$ cat config.mk
export PLATFORM = sky130hd
export DESIGN_NAME = vga_timing_gen_flat
export DESIGN_NICKNAME = d
export VERILOG_FILES = /design/src/rtl/vga_timing_gen_if.sv /design/src/rtl/vga_timing_gen.sv /design/src/flat_wrapper.sv
export SDC_FILE = /design/constraint.sdc
export NUM_CORES = 1
export LEC_CHECK = 0
export BUFFER_PORTS_ARGS = -buffer_cell sky130_fd_sc_hd__buf_2
export CORE_ASPECT_RATIO = 2
export CORE_UTILIZATION = 47
export CTS_CLUSTER_DIAMETER = 30
export DETAILED_ROUTE_END_ITERATION = 7
export GPL_ROUTABILITY_DRIVEN = 1
export MAX_ROUTING_LAYER = met4
export PLACE_DENSITY = 0.87
export SLEW_MARGIN = 40
export SYNTH_ARGS = -nofsm -noshare
export SYNTH_HDL_FRONTEND = slang
export SYNTH_SLANG_ARGS = --single-unit
$ cat constraint.sdc
create_clock -name i_clk -period 2.5 [get_ports i_clk]
set_clock_uncertainty 0.2 [all_clocks]
set_input_delay 0.25 -clock i_clk [delete_from_list [all_inputs] [get_ports i_clk]]
set_output_delay 0.25 -clock i_clk [all_outputs]
set_load 0.01 [all_outputs]
$ cat src/rtl/vga_timing_gen_if.sv
// vga_timing_gen_if: pixel request/return bus between the timing generator
// and the framebuffer/renderer that supplies colour one clock later.
interface vga_timing_gen_if #(
  parameter int CW  = 12,
  parameter int BPC = 4
);
  logic             req;
  logic [CW-1:0]    x;
  logic [CW-1:0]    y;
  logic [3*BPC-1:0] pixel;

  modport master (
    output req, x, y,
    input  pixel
  );

  modport slave (
    input  req, x, y,
    output pixel
  );
endinterface

$ cat src/rtl/vga_timing_gen.sv
// vga_timing_gen: parametrised VGA timing generator with a 2-clock pixel pipe.
// Optional colour-bar test pattern: define VGA_TIMING_GEN_TEST_PATTERN_EN.
module vga_timing_gen #(
  parameter int H_ACTIVE = 640,
  parameter int H_FP     = 16,
  parameter int H_SYNC   = 96,
  parameter int H_BP     = 48,
  parameter int V_ACTIVE = 480,
  parameter int V_FP     = 10,
  parameter int V_SYNC   = 2,
  parameter int V_BP     = 33,
  parameter bit H_POL    = 1'b0,
  parameter bit V_POL    = 1'b0,
  parameter int CW       = 12,
  parameter int BPC      = 4
) (
  input  logic           i_clk,
  input  logic           i_rst_n,
  input  logic           i_en,
  input  logic           i_pattern,
  vga_timing_gen_if.master pix,
  output logic           o_hsync,
  output logic           o_vsync,
  output logic           o_de,
  output logic [BPC-1:0] o_red,
  output logic [BPC-1:0] o_green,
  output logic [BPC-1:0] o_blue,
  output logic           o_frame_start,
  output logic [7:0]     o_frame_cnt
);

  localparam int H_TOTAL = H_ACTIVE + H_FP + H_SYNC + H_BP;
  localparam int V_TOTAL = V_ACTIVE + V_FP + V_SYNC + V_BP;

  localparam logic [CW-1:0] H_LAST = CW'(H_TOTAL - 1);
  localparam logic [CW-1:0] V_LAST = CW'(V_TOTAL - 1);
  localparam logic [CW-1:0] H_VIS  = CW'(H_ACTIVE);
  localparam logic [CW-1:0] V_VIS  = CW'(V_ACTIVE);
  localparam logic [CW-1:0] HS_BEG = CW'(H_ACTIVE + H_FP);
  localparam logic [CW-1:0] HS_END = CW'(H_ACTIVE + H_FP + H_SYNC);
  localparam logic [CW-1:0] VS_BEG = CW'(V_ACTIVE + V_FP);
  localparam logic [CW-1:0] VS_END = CW'(V_ACTIVE + V_FP + V_SYNC);

  logic [CW-1:0]    h_cnt_q, h_cnt_d;
  logic [CW-1:0]    v_cnt_q, v_cnt_d;
  logic             run, vis_s0, hs_s0, vs_s0, fs_s0;
  logic             vis1_q, vis1_d, hs1_q, hs1_d;
  logic             vs1_q, vs1_d, fs1_q, fs1_d;
  logic             de_q, de_d, fs_q, fs_d;
  logic             hsync_q, hsync_d, vsync_q, vsync_d;
  logic [3*BPC-1:0] rgb_q, rgb_d, src_pix;
  logic [7:0]       fcnt_q, fcnt_d;

  always_comb begin
    h_cnt_d = h_cnt_q;
    v_cnt_d = v_cnt_q;
    if (i_en) begin
      if (h_cnt_q == H_LAST) begin
        h_cnt_d = '0;
        v_cnt_d = (v_cnt_q == V_LAST) ? '0 : v_cnt_q + 1'b1;
      end else begin
        h_cnt_d = h_cnt_q + 1'b1;
      end
    end
  end

  // Request is also gated by reset so nothing is asked for while held.
  always_comb begin
    run    = i_en & i_rst_n;
    vis_s0 = run && (h_cnt_q < H_VIS) && (v_cnt_q < V_VIS);
    hs_s0  = run && (h_cnt_q >= HS_BEG) && (h_cnt_q < HS_END);
    vs_s0  = run && (v_cnt_q >= VS_BEG) && (v_cnt_q < VS_END);
    fs_s0  = run && (h_cnt_q == '0) && (v_cnt_q == '0);
  end

  assign pix.req = vis_s0;
  assign pix.x   = vis_s0 ? h_cnt_q : '0;
  assign pix.y   = vis_s0 ? v_cnt_q : '0;

`ifdef VGA_TIMING_GEN_TEST_PATTERN_EN
  logic [CW-1:0] x1_q;
  logic [CW+2:0] x8;
  logic [2:0]    bar;
  logic [BPC-1:0] r_bar, g_bar, b_bar;

  always_ff @(posedge i_clk or negedge i_rst_n) begin
    if (!i_rst_n) x1_q <= '0;
    else          x1_q <= pix.x;
  end

  // Bars: white, yellow, cyan, green, magenta, red, blue, black.
  always_comb begin
    x8      = {x1_q, 3'b000};
    bar     = 3'(x8 / (CW+3)'(H_ACTIVE));
    r_bar   = {BPC{~bar[1]}};
    g_bar   = {BPC{~bar[2]}};
    b_bar   = {BPC{~bar[0]}};
    src_pix = i_pattern ? {r_bar, g_bar, b_bar} : pix.pixel;
  end
`else
  logic unused_pattern;
  assign unused_pattern = i_pattern;
  assign src_pix        = pix.pixel;
`endif

  always_comb begin
    vis1_d  = vis_s0;
    hs1_d   = hs_s0;
    vs1_d   = vs_s0;
    fs1_d   = fs_s0;
    de_d    = vis1_q;
    fs_d    = fs1_q;
    hsync_d = hs1_q ? H_POL : ~H_POL;
    vsync_d = vs1_q ? V_POL : ~V_POL;
    rgb_d   = vis1_q ? src_pix : '0;
    fcnt_d  = fs1_q ? fcnt_q + 8'd1 : fcnt_q;
  end

  always_ff @(posedge i_clk or negedge i_rst_n) begin
    if (!i_rst_n) begin
      h_cnt_q <= '0;
      v_cnt_q <= '0;
      vis1_q  <= 1'b0;
      hs1_q   <= 1'b0;
      vs1_q   <= 1'b0;
      fs1_q   <= 1'b0;
      de_q    <= 1'b0;
      fs_q    <= 1'b0;
      hsync_q <= ~H_POL;
      vsync_q <= ~V_POL;
      rgb_q   <= '0;
      fcnt_q  <= '0;
    end else begin
      h_cnt_q <= h_cnt_d;
      v_cnt_q <= v_cnt_d;
      vis1_q  <= vis1_d;
      hs1_q   <= hs1_d;
      vs1_q   <= vs1_d;
      fs1_q   <= fs1_d;
      de_q    <= de_d;
      fs_q    <= fs_d;
      hsync_q <= hsync_d;
      vsync_q <= vsync_d;
      rgb_q   <= rgb_d;
      fcnt_q  <= fcnt_d;
    end
  end

  assign o_hsync       = hsync_q;
  assign o_vsync       = vsync_q;
  assign o_de          = de_q;
  assign o_red         = rgb_q[3*BPC-1:2*BPC];
  assign o_green       = rgb_q[2*BPC-1:BPC];
  assign o_blue        = rgb_q[BPC-1:0];
  assign o_frame_start = fs_q;
  assign o_frame_cnt   = fcnt_q;

endmodule
$ cat src/flat_wrapper.sv
// flat-port wrapper written by rule: the top's interface ports become plain ports
module vga_timing_gen_flat 
#(
  parameter int H_ACTIVE = 640,
  parameter int H_FP     = 16,
  parameter int H_SYNC   = 96,
  parameter int H_BP     = 48,
  parameter int V_ACTIVE = 480,
  parameter int V_FP     = 10,
  parameter int V_SYNC   = 2,
  parameter int V_BP     = 33,
  parameter bit H_POL    = 1'b0,
  parameter bit V_POL    = 1'b0,
  parameter int CW       = 12,
  parameter int BPC      = 4
)
  (i_clk, i_rst_n, i_en, i_pattern, o_hsync, o_vsync, o_de, o_red, o_green, o_blue, o_frame_start, o_frame_cnt, pix_req, pix_x, pix_y, pix_pixel);
  vga_timing_gen_if #(.CW(CW), .BPC(BPC)) pix_i ();
  input  logic i_clk;
  input  logic i_rst_n;
  input  logic i_en;
  input  logic i_pattern;
  output logic o_hsync;
  output logic o_vsync;
  output logic o_de;
  output logic [BPC-1:0] o_red;
  output logic [BPC-1:0] o_green;
  output logic [BPC-1:0] o_blue;
  output logic o_frame_start;
  output logic [7:0] o_frame_cnt;
  output wire logic [$bits(pix_i.req)-1:0] pix_req;
  output wire logic [$bits(pix_i.x)-1:0] pix_x;
  output wire logic [$bits(pix_i.y)-1:0] pix_y;
  input wire logic [$bits(pix_i.pixel)-1:0] pix_pixel;
  assign pix_req = pix_i.req;
  assign pix_x = pix_i.x;
  assign pix_y = pix_i.y;
  assign pix_i.pixel = pix_pixel;
  vga_timing_gen #(.H_ACTIVE(H_ACTIVE), .H_FP(H_FP), .H_SYNC(H_SYNC), .H_BP(H_BP), .V_ACTIVE(V_ACTIVE), .V_FP(V_FP), .V_SYNC(V_SYNC), .V_BP(V_BP), .H_POL(H_POL), .V_POL(V_POL), .CW(CW), .BPC(BPC)) u_core (.i_clk(i_clk), .i_rst_n(i_rst_n), .i_en(i_en), .i_pattern(i_pattern), .pix(pix_i), .o_hsync(o_hsync), .o_vsync(o_vsync), .o_de(o_de), .o_red(o_red), .o_green(o_green), .o_blue(o_blue), .o_frame_start(o_frame_start), .o_frame_cnt(o_frame_cnt));
endmodule
==> impl_metrics.csv <==
group,metric,value,unit
status,status,"completed",
final_layout,final_cell_area,3074,um^2
floorplan,die_area,5632,um^2
hold_path,min_to,"u_core.h_cnt_q[1]$_DFFE_PN0P_",
timing,holdWs,71.62,ps
synth,syn_avg_cell_area,10.50,um^2
timing,timing.setup.tns,0,ps
place,hpwl,4.038,mm
floorplan,start_util,48.65,%
floorplan,num_io_pins,65,
drt,post-route-drc-count,0,
final_layout,areaGrowthSynthToFinish,22.97,%
grt,first_global_vias,1928,
hold_path,worstHoldStart,"i_en",
synth,synth-xor-area-share,7.007,%
timing,worst_pin_slew,643.3,ps
timing,rsz0062_at_grt,"false",
clocking,clockBufferDepth,2,
grt,grt_max_degree,53,
synth,synthArstFlopShare,100.0,%
worst_setup_path,worst-setup-path-type,"register to output port",
hold_path,holdPathStages,2,
timing,period_share,96.79,%
drt,drt-total-wl,5.645,mm
place,gp_congestion,0.8953,
synth,synthAdderAreaFrac,2.503,%
synth,synth_top_family_by_area,"simple AND/OR/NAND/NOR gates",
synth,synth_compound_area_share,4.855,%
worst_setup_path,ff2ff_path_depth,6,
power,ir_worst_vdd,0.0005353,V
final_layout,postLayoutCoreUtil,59.82,%
drt,avgViaCountPerCell,5.449,
clocking,htree_levels,2,
drt,post_drt_wl_per_cell,15.09,um
hold_path,hp-class,"input port to register",
place,place_ws,132.4,ps
drt,via_count,2038,
clocking,cts_tree,"yes",
worst_setup_path,endpoint_kind,"output port",
synth,synth.yosys.seq_area_share,52.15,%
worst_setup_path,start_kind,"register",
grt,grt-ovfl-total,0,
worst_setup_path,r2r_slack,120,ps
synth,synth_seq_cells,52,
final_layout,final_net_count,336,
worst_setup_path,reg2reg_from,"u_core.v_cnt_q[1]$_DFFE_PN0P_",
place,port_buffers,58,
clocking,cts-root-buf,"clkbuf_8",
floorplan,coreArea,5139,um^2
worst_setup_path,reg2reg_to,"u_core.v_cnt_q[9]$_DFFE_PN0P_",
place,place_area,2846,um^2
synth,netlist_area,2500,um^2
floorplan,fp.dieW,53.57,um
synth,synthFlopType,"dfrtp_1",
clocking,clk_pin_slew,90,ps
timing,max_clock_freq,413.3,MHz
power,pwr_density_cell,536.3,nW/um^2
timing,relSlewSlack,57.11,%
timing,timing.final.max_slew_violations,0,
final_layout,fill_cells,442,
final_layout,antenna-diode-count,0,
synth,synthMuxAreaShare,1.251,%
timing,worst_slack,80.16,ps
flow_run,drv_cap,0,
clocking,clock_latency,310,ps
worst_setup_path,path_max_fanout,8,
drt,postRouteAntennaNets,0,
floorplan,num_rows,37,
floorplan,die_h,105.1,um
synth,yosysUniqueCellTypes,39,
worst_setup_path,critPathRequiredTime,2050,ps
drt,drtPass1Iterations,4,
grt,grt_first_pass_wirelength,9.370,mm
clocking,numClockSinks,52,
power,leakage,1.563,nW
synth,syn_inst,238,
final_layout,layout-drive-gt1-share,27.85,%
synth,ys_warn_count,0,
timing,hold_viol_final,0,
timing,setup_viol,0,
timing,period_needed,2420,ps
grt,grt_antenna_before_repair,0,
synth,synth_edf_count,0,
clocking,cts_setup_buffers,0,
synth,synthSimpleGateAreaFrac,25.43,%
drt,drt_iter0_drc,52,
worst_setup_path,cp.arrival,1970,ps
grt,gr-usage-all-layers,23.25,%
clocking,numCtsBuffers,5,
[timing repair]
action / in CTS / in global routing
pin swaps: 0 / 1
gates cloned: 0 / 0
resized for setup: 1 / 1
hold endpoints to repair: 62 / 0
hold buffers: 13 / 0
endpoints found under the setup margin: 8 / 19
[synthesized netlist by cell type (all sizes together), types with 2 or more instances]
master  number  area [um^2]
ha           5        62.56
xnor2       15        131.4
nand4       11        68.82
nand4b       3        26.28
dfstp        2        52.55
a21oi        6        30.03
nand3       14        70.07
dfrtp       50         1251
clkbuf       5        18.77
and4         3        26.28
mux2i        2        20.02
nor3         7        35.03
and3         3        18.77
nor4         4        25.02
or3          2        12.51
o21ai        7        35.03
inv         12        45.04
nand2       16        60.06
or4          3        26.27
xor2         5        43.79
and2        31        195.2
nor2         9        33.78
buf         12        102.6
[worst max path at each step]
stage | end | depth (start not counted) | startpoint | slack, ps
after detailed placement | u_core.v_cnt_q[9]$_DFFE_PN0P_ | 6 | u_core.v_cnt_q[1]$_DFFE_PN0P_ | 130
after CTS | pix_x[0] | 5 | u_core.v_cnt_q[10]$_DFFE_PN0P_ | 30
after floorplan | u_core.v_cnt_q[9]$_DFFE_PN0P_ | 7 | u_core.v_cnt_q[0]$_DFFE_PN0P_ | 160
after global routing | pix_x[6] | 5 | u_core.v_cnt_q[10]$_DFFE_PN0P_ | 3
after global placement | u_core.v_cnt_q[9]$_DFFE_PN0P_ | 6 | u_core.v_cnt_q[1]$_DFFE_PN0P_ | 180
final | pix_x[6] | 5 | u_core.v_cnt_q[10]$_DFFE_PN0P_ | 80
[placed cells by master, fill, tap and decap left out, types with 2 or more instances in the layout]
cell type | netlist | layout
or3_1 | 2 | 2
conb_1 | 1 | 5
nor2_1 | 9 | 9
and4_1 | 3 | 3
a21oi_1 | 6 | 6
xnor2_1 | 15 | 15
ha_1 | 5 | 5
nand4_1 | 11 | 11
nor4_1 | 4 | 4
o21ai_0 | 7 | 7
mux2i_1 | 2 | 2
xor2_1 | 5 | 5
dfrtp_1 | 50 | 50
nor3_1 | 7 | 6
or4_1 | 2 | 2
clkbuf_8 | 0 | 5
buf_4 | 5 | 11
nand3_1 | 14 | 14
inv_1 | 12 | 12
dfstp_2 | 2 | 2
nand2_1 | 16 | 16
dlygate4sd3_1 | 0 | 13
nand4b_1 | 3 | 3
and2_1 | 30 | 30
and3_1 | 3 | 3
buf_2 | 1 | 58
[cell families after synthesis]
family	after synthesis
AND/OR/NAND/NOR	110
flip-flops	52
other	1
multiplexers	3
buffers and inverters	29
XOR/XNOR	20
AO/OA/AOI/OAI	18
adder cells (fa/ha/maj)	5
[per-stage QoR]
step	total power (W)	instances
after detailed placement	0.001167	353
after floorplan	0.001105	242
after CTS	0.001654	374
after global placement	0.001160	353
after global routing	0.001720	374
final	0.001649	374
[where the power goes]
group	total (W)	internal [W]	leakage, nW	switching, W
Clock	0.000481	0.000200	0.0414	0.000281
Sequential	0.000951	0.000887	0.688	0.0000633
Combinational	0.000217	0.0000989	0.834	0.000119
[sequential cells by signal, summed over array words and instances, names as in the netlist]
name and flops:
u_core.o_frame_start 1, u_core.de_d 1, u_core.hs1_q 1, u_core.rgb_q 12, u_core.o_de 1, u_core.v_cnt_q 12
u_core.o_hsync 1, u_core.vs1_q 1, u_core.fs1_q 1, u_core.o_frame_cnt 8, u_core.o_vsync 1, u_core.h_cnt_q 12
[metal layers]
metal | GRT usage (%) | part of all wire, %
met5 | - | 0
met1 | 23.70 | 34
met4 | 10.90 | 3.9
met2 | 40.63 | 59
met3 | 3.785 | 3.3
[critical path, cell delays in order (launching register included)]
cell     delay, ps
dfrtp_1        430
or4_1          580
nor3_2         200
buf_4          200
and2_1         120
buf_2          140
[cell type report]
type                            instances  area [um^2]  share of cell area (%)
Multi-Input combinational cell        161         1050                   34.15
Clock buffer                            6        72.57                   2.361
Clock inverter                          2        16.27                  0.5291
Inverter                               12        45.04                   1.465
Sequential cell                        52         1304                   42.41
Timing Repair Buffer                   83        514.2                   16.73
Tap cell                               58        72.57                   2.361
Power figures use the tool's default switching activity.
